==> src/rtl/uart_tx_scheduler.sv <==
// Arbitrates register-file bytes and two-byte ALU results onto a single UART
// transmitter, with one-entry pending buffers per source and a busy-rise timeout.
module uart_tx_scheduler #(
  parameter int DATA_WIDTH = 8,
  parameter int HI_TIMEOUT = 8
) (
  input  logic                    clk,
  input  logic                    rst,
  input  logic                    RF_RD_VLD,
  input  logic [DATA_WIDTH-1:0]   RF_RD_DATA,
  input  logic                    ALU_OUT_VLD,
  input  logic [2*DATA_WIDTH-1:0] ALU_OUT,
  input  logic                    TX_BUSY,
  output logic [DATA_WIDTH-1:0]   TX_P_DATA,
  output logic                    TX_D_VLD,
  output logic                    SCHED_BUSY,
  output logic [1:0]              OVERRUN,
  output logic                    TX_TIMEOUT
);

  localparam int CW = $clog2(HI_TIMEOUT + 1);

  typedef enum logic [1:0] {IDLE, ISSUE, WAIT_HI, WAIT_LO} state_t;

  state_t                  state, next_state;
  logic                    rf_pend, alu_pend;
  logic [DATA_WIDTH-1:0]   rf_data;
  logic [2*DATA_WIDTH-1:0] alu_data;
  logic [DATA_WIDTH-1:0]   hi_byte;
  logic [DATA_WIDTH-1:0]   tx_data;
  logic                    byte_sel;
  logic                    last_alu;
  logic [CW-1:0]           tmo_cnt;
  logic [1:0]              overrun_q;
  logic                    timeout_q;

  logic grant_rf, grant_alu, load_hi, tmo_hit;

  always_comb begin
    next_state = state;
    grant_rf   = 1'b0;
    grant_alu  = 1'b0;
    load_hi    = 1'b0;
    tmo_hit    = 1'b0;
    case (state)
      IDLE: begin
        if (!TX_BUSY && (rf_pend || alu_pend)) begin
          // Tie goes to whichever source was not served last
          if (rf_pend && alu_pend) begin
            grant_rf  = last_alu;
            grant_alu = !last_alu;
          end else begin
            grant_rf  = rf_pend;
            grant_alu = alu_pend;
          end
          next_state = ISSUE;
        end
      end
      ISSUE: next_state = WAIT_HI;
      WAIT_HI: begin
        if (TX_BUSY) begin
          next_state = WAIT_LO;
        end else if (tmo_cnt == CW'(HI_TIMEOUT - 1)) begin
          tmo_hit    = 1'b1;
          next_state = ISSUE;
        end
      end
      WAIT_LO: begin
        if (!TX_BUSY) begin
          if (byte_sel) begin
            load_hi    = 1'b1;
            next_state = ISSUE;
          end else begin
            next_state = IDLE;
          end
        end
      end
      default: next_state = IDLE;
    endcase
  end

  always_ff @(posedge clk) begin
    if (!rst) state <= IDLE;
    else      state <= next_state;
  end

  always_ff @(posedge clk) begin
    if (!rst) begin
      rf_pend   <= 1'b0;
      rf_data   <= '0;
      alu_pend  <= 1'b0;
      alu_data  <= '0;
      hi_byte   <= '0;
      tx_data   <= '0;
      byte_sel  <= 1'b0;
      last_alu  <= 1'b1;
      tmo_cnt   <= '0;
      overrun_q <= '0;
      timeout_q <= 1'b0;
    end else begin
      overrun_q <= {ALU_OUT_VLD && alu_pend && !grant_alu,
                    RF_RD_VLD   && rf_pend  && !grant_rf};
      timeout_q <= tmo_hit;

      if (RF_RD_VLD && (!rf_pend || grant_rf)) begin
        rf_pend <= 1'b1;
        rf_data <= RF_RD_DATA;
      end else if (grant_rf) begin
        rf_pend <= 1'b0;
      end

      if (ALU_OUT_VLD && (!alu_pend || grant_alu)) begin
        alu_pend <= 1'b1;
        alu_data <= ALU_OUT;
      end else if (grant_alu) begin
        alu_pend <= 1'b0;
      end

      // High byte is snapshotted at grant so a newly captured ALU word cannot corrupt it
      if (grant_rf) begin
        tx_data  <= rf_data;
        byte_sel <= 1'b0;
        last_alu <= 1'b0;
      end else if (grant_alu) begin
        tx_data  <= alu_data[DATA_WIDTH-1:0];
        hi_byte  <= alu_data[2*DATA_WIDTH-1:DATA_WIDTH];
        byte_sel <= 1'b1;
        last_alu <= 1'b1;
      end else if (load_hi) begin
        tx_data  <= hi_byte;
        byte_sel <= 1'b0;
      end

      if (state == WAIT_HI && !TX_BUSY && !tmo_hit) tmo_cnt <= tmo_cnt + CW'(1);
      else                                          tmo_cnt <= '0;
    end
  end

  assign TX_P_DATA  = tx_data;
  assign TX_D_VLD   = (state == ISSUE);
  assign SCHED_BUSY = (state != IDLE) || rf_pend || alu_pend;
  assign OVERRUN    = overrun_q;
  assign TX_TIMEOUT = timeout_q;

endmodule

==> config.mk <==
export PLATFORM = sky130hd
export DESIGN_NAME = uart_tx_scheduler
export DESIGN_NICKNAME = d
export VERILOG_FILES = /design/src/rtl/uart_tx_scheduler.sv
export SDC_FILE = /design/constraint.sdc
export NUM_CORES = 1
export LEC_CHECK = 0
export ABC_AREA = 1
export CORE_MARGIN = 5
export CORE_UTILIZATION = 52
export CTS_CLUSTER_DIAMETER = 150
export CTS_CLUSTER_SIZE = 28
export DETAILED_ROUTE_END_ITERATION = 8
export PLACE_DENSITY_LB_ADDON = 0.05
export SLEW_MARGIN = 20
export SYNTH_ARGS = -nofsm -noshare
export SYNTH_HDL_FRONTEND = slang
export SYNTH_SLANG_ARGS = --single-unit
==> constraint.sdc <==
create_clock -name clk -period 1.45 [get_ports clk]
set_input_delay 0.29 -clock clk [delete_from_list [all_inputs] [get_ports clk]]
set_output_delay 0.29 -clock clk [all_outputs]
set_load 0.01 [all_outputs]
### Word-level counts from Yosys, hierarchy flattened

Cells that the tools add are included.

| storage, ports and cells | value |
|---|---|
| latch bits | 0 |
| output and inout bits | 13 |
| word-level logic and storage cells | 84 |
| memories | 0 |
| bits in registers | 53 |
| memory bits (read-only) | 0 |
| RAM bits | 0 |

| operators by class | value |
|---|---|
| add/subtract/negate cells | 1 |
| shift operators | 0 |
| bitwise logic cells | 2 |
| divide/modulo/power cells | 0 |
| order comparisons | 0 |
| eq/ne operators | 7 |
| muxes and demuxes | 29 |
| multipliers | 0 |
| reduce and logical (&&, ||, !) cells | 33 |

Operators by type and width:

| cell | count |
|---|---|
| $mux W8 | 3 |
| $mux W1 | 21 |
| $logic_and A1 B1 Y1 | 10 |
| $reduce_bool A2 Y1 | 5 |
| $mux W2 | 4 |
| $pmux W2 S4 | 1 |
| $logic_not A1 Y1 | 7 |
| $logic_or A1 B1 Y1 | 5 |
| $add A4 B1 Y4 const B | 1 |
| $eq A2 B2 Y1 const B | 2 |
| $eq A4 B3 Y1 const B | 1 |
| $ne A2 B2 Y1 const B | 2 |
| $reduce_and A2 Y1 | 2 |
| $ne A3 B3 Y1 const B | 1 |
| $reduce_and A3 Y1 | 1 |
| $reduce_bool A3 Y1 | 1 |
| $eq A2 B1 Y1 const B | 1 |
| $logic_not A2 Y1 | 1 |
| $not A1 Y1 | 2 |
| $reduce_or A2 Y1 | 1 |

### Logic depth before layout (Yosys ltp)

| depth | value |
|---|---|
| depth in word-level cells | 7 |
| mapped depth | 9 |

### Worst setup path after synthesis

No wires, ideal clock.

| timing path | value |
|---|---|
| path type | register to register |
| start point | reg rf_pend |
| end point | reg rf_data[0] |
| path slack | 121 ps |
| stages on the path, launching flop included | 9 |
| data required time | 1,335 ps |
| setup time | 115 ps |
| period minus slack after synthesis | 1,329 ps |
| data arrival time | 1,214 ps |
| path through | dfxtp_1 > buf_4 > nor2_1 > nor2_4 > nand3_1 > nand2_2 > buf_6 > a21oi_1 > nor2_1 |

| between the ends | value |
|---|---|
| word-level cells in the longest chain between the ends | 6 |

Ends and longest elaborated chain:

| item | RTL line | RTL |
|---|---|---|
| start, declared | 26 | `logic rf_pend, alu_pend;` |
| start signal, assigned | 89 | `rf_pend <= 1'b0;` |
| start signal, assigned | 106 | `rf_pend <= 1'b1;` |
| start signal, assigned | 109 | `rf_pend <= 1'b0;` |
| $logic_and A1 B1 Y1 / $logic_or A1 B1 Y1 (equally long branches) | 49, 47 |  |
| $mux W1 / $logic_and A1 B1 Y1 (equally long branches) | 49, 47 |  |
| $mux W1 | 47 | `if (!TX_BUSY && (rf_pend \|\| alu_pend)) begin` |
| $mux W1 | 45 | `case (state)` |
| $logic_or A1 B1 Y1 (*) | 105 | `if (RF_RD_VLD && (!rf_pend \|\| grant_rf)) begin` |
| $logic_and A1 B1 Y1 (*) | 105 |  |
| end signal, assigned | 90 | `rf_data <= '0;` |
| end signal, assigned | 107 | `rf_data <= RF_RD_DATA;` |
| end, declared | 27 | `logic [DATA_WIDTH-1:0] rf_data;` |

Every way passes the cells marked *; elsewhere a longest branch is shown, timed or not.
A chain may end at the register's enable or synchronous reset.

### Final worst setup path

| timing path | value |
|---|---|
| start point | reg alu_pend |
| end point | out SCHED_BUSY |

| between the ends | value |
|---|---|
| word-level cells in the longest chain between the ends | 1 |

Ends and longest elaborated chain:

| item | RTL line | RTL |
|---|---|---|
| start, declared | 26 |  |
| start signal, assigned | 91 | `alu_pend <= 1'b0;` |
| start signal, assigned | 113 | `alu_pend <= 1'b1;` |
| start signal, assigned | 116 | `alu_pend <= 1'b0;` |
| $logic_or A1 B1 Y1 | 141 | `assign SCHED_BUSY = (state != IDLE) \|\| rf_pend \|\| alu_pend;` |
| end, declared | 16 | `output logic SCHED_BUSY,` |

No other way between the ends.

==> impl_metrics.json <==
{
  "num_antenna_cells": 0,
  "min_period_over_period": 0.9547,
  "start_kind": "register",
  "via_per_inst": 5.058,
  "fp.coreArea_um2": 4444,
  "worstSetupPathType": "register to output pin",
  "first_global_vias": 2015,
  "drtIter0Drc": 166,
  "vias": 2271,
  "finalWirelength_um": 5230,
  "fin_hold_ws_ps": 340.8,
  "synthCells": 339,
  "fp.dieH_um": 78.15,
  "final_cells": 449,
  "worstHoldPathType": "input port to register",
  "synth_cell_type_count": 26,
  "hold_viol_final": 0,
  "rsz0062_at_grt": "true",
  "r2r_start": "state[1]",
  "async_flop_share": 0,
  "irDropWorstVdd_v": 0.0005335,
  "finalCriticalPeriod_ps": 1384,
  "drc": 0,
  "routabilityCongestion": 0.8264,
  "placementRows": 24,
  "holdPathEnd": "state[0]",
  "yosys_warnings": 0,
  "track_usage": 0.1814,
  "ant_nets": 0,
  "critPathMaxFanout": 4,
  "min_delay_path_depth": 3,
  "synth_edf_count": 0,
  "area_growth_pct": 30.98,
  "fin_skew_ps": 4.060,
  "htree_levels": 2,
  "cts_tree": "done",
  "clkTransAtPathRegs_ps": 90,
  "syn_area_um2": 2415,
  "leakagePower_nw": 1.589,
  "n_fill_cell": 394,
  "die_w_um": 78.15,
  "dp_hpwl_um": 3882,
  "grt_pass1_wl_um": 8935,
  "ys_seq_elements": 53,
  "grt_overflow": 0,
  "relSlewSlack": 0.8193,
  "end_kind": "output pin",
  "clock_path_buffers": 2,
  "setup_tns_ps": 0,
  "synth_top_area_share": 0.4394,
  "max_freq_ghz": 0.7224,
  "drive_gt1_frac": 0.1234,
  "reg2reg_slack_ps": 80,
  "clock-sinks": 53,
  "layout.nets": 426,
  "power_density_nw_per_um2": 1012,
  "yosysTopAreaCell": "dfxtp_1",
  "reg2reg_to": "alu_data[6]",
  "status": "complete, no violations",
  "drt_first_pass_iters": 4,
  "yosysSeqAreaShare": 0.4394,
  "maxCapViolCount": 0,
  "antenna_found_initial": 0,
  "worstPathRequired_ps": 1160,
  "grt_max_degree": 34,
  "finalSetupViolations": 0,
  "yosys-top-cells-area": "dfxtp_1 44%, nand3_1 11%, inv_1 7.6%",
  "r2r_cells": 9,
  "worst_ep_arrival_time_ps": 1090,
  "worstMarginPinSlew_ps": 270.7,
  "routedWlPerCell_um": 11.65,
  "pin_count": 42,
  "io_buffers": 41,
  "cts_hold_buf": 0,
  "min_from": "TX_BUSY",
  "p_total_mw": 3.200,
  "synth_flop_cell": "dfxtp_1",
  "start_util": 0.5434,
  "syn_area_per_cell_um2": 7.123,
  "ctsRootBufferMaster": "clkbuf_8",
  "slew_violations": 0,
  "syn-num-nets": 369,
  "fp.dieArea_um2": 6107,
  "numCtsBuffers": 5,
  "dp_cells": 439,
  "clk_latency_ps": 300
}
[sequential cells by signal (all words and copies together), names as in the netlist]
signal      count
alu_data       16
TX_P_DATA       8
hi_byte         8
rf_data         8
tmo_cnt         4
OVERRUN         2
state           2
TX_TIMEOUT      1
alu_pend        1
byte_sel        1
last_alu        1
rf_pend         1
[metal layers]
layer  global-route usage  up-vias  wire length [µm]
li1                     -     1200                 -
met1               0.2310     1011              2417
met2               0.3005       55              2453
met3              0.04577        5               304
met4              0.06119        0                55
met5                    0        -                 0
[logic make-up (layout without fill, tap and decap cells)]
| kind of cell | Yosys count | count (layout) | synth area share |
|---|---|---|---|
| XOR/XNOR | 2 | 2 | 0.007255 |
| adder cells (fa/ha/maj) | 1 | 1 | 0.005181 |
| buffers and inverters | 70 | 128 | 0.1275 |
| AND/OR/NAND/NOR | 148 | 148 | 0.2793 |
| AO/OA/AOI/OAI | 65 | 65 | 0.1415 |
| flip-flops | 53 | 53 | 0.4394 |
[through the flow]
stage	utilization	setup WS, ps	area, µm²
after detailed placement	0.6858	-363.4	3048
final	0.7117	65.64	3163
after global placement	0.6858	-299.0	3048
after floorplan	-	121.0	2415
after global routing	0.7117	-4.365	3163
after CTS	0.7066	0.3878	3141
[cell usage after synthesis (2+ instances only)]
cell type and count:
a211oi_1 2, a21oi_1 35, buf_1 3, buf_2 3, buf_4 3, buf_6 4
clkbuf_1 7, dfxtp_1 53, inv_1 49, nand2_1 42, nand2_2 2, nand3_1 54
nor2_1 42, nor2_4 2, o21ai_0 27
[layout by cell type, fill, tap and decap left out, types with 2 or more instances in the layout]
master / instances
nand3_1: 54
dfxtp_1: 49
inv_1: 49
nand2_1: 42
nor2_1: 41
a21oi_1: 35
clkdlybuf4s50_1: 27
o21ai_0: 25
buf_4: 23
dlygate4sd2_1: 9
buf_12: 6
clkbuf_8: 5
dlymetal6s2s_1: 4
nor2_4: 3
o21ai_1: 2
nand2_2: 2
a211oi_1: 2
dfxtp_4: 2
clkbuf_1: 2
dfxtp_2: 2
[worst max-delay path, cell delays in order, from the launching register on]
cell	delay, ps
dfxtp_4	380
nor2_4	130
nand2_1	60
clkdlybuf4s15_1	220
[power by group]
group | switching, mW | total, mW | leakage (nW) | internal (mW)
clock | 0.446 | 0.789 | 0.0385 | 0.342
sequential | 0.0816 | 1.66 | 0.438 | 1.58
combinational | 0.382 | 0.754 | 1.11 | 0.372
total | 0.910 | 3.20 | 1.59 | 2.29
[how the worst max path moves through the flow]
stage | slack, ps | end | from | depth (start not counted)
floorplan | 120 | rf_data[0] | rf_pend | 8
global placement | -300 | TX_P_DATA[1] | TX_BUSY | 8
detailed placement | -360 | TX_P_DATA[1] | TX_BUSY | 8
CTS | 0.4 | TX_TIMEOUT | TX_TIMEOUT | 1
global route | -4 | alu_data[3] | state[1] | 9
finish | 70 | SCHED_BUSY | alu_pend | 3
[area by class of cell]
type	count	area, µm²	share of cell area
timing repair buffer	70	701.9	0.2219
clock inverter	1	7.507	0.002373
clock buffer	7	76.32	0.02413
inverter	50	187.7	0.05934
multi-input combinational	216	1054	0.3331
sequential	53	1071	0.3386
tap	52	65.06	0.02057
[what timing repair did]
item	4_1_cts	5_1_grt
setup buffers	1	1
gates cloned	0	0
resized for setup	17	8
pin swaps	2	1
endpoints found under the setup margin	11	20
No activity file was read; power rests on OpenSTA's default activity.
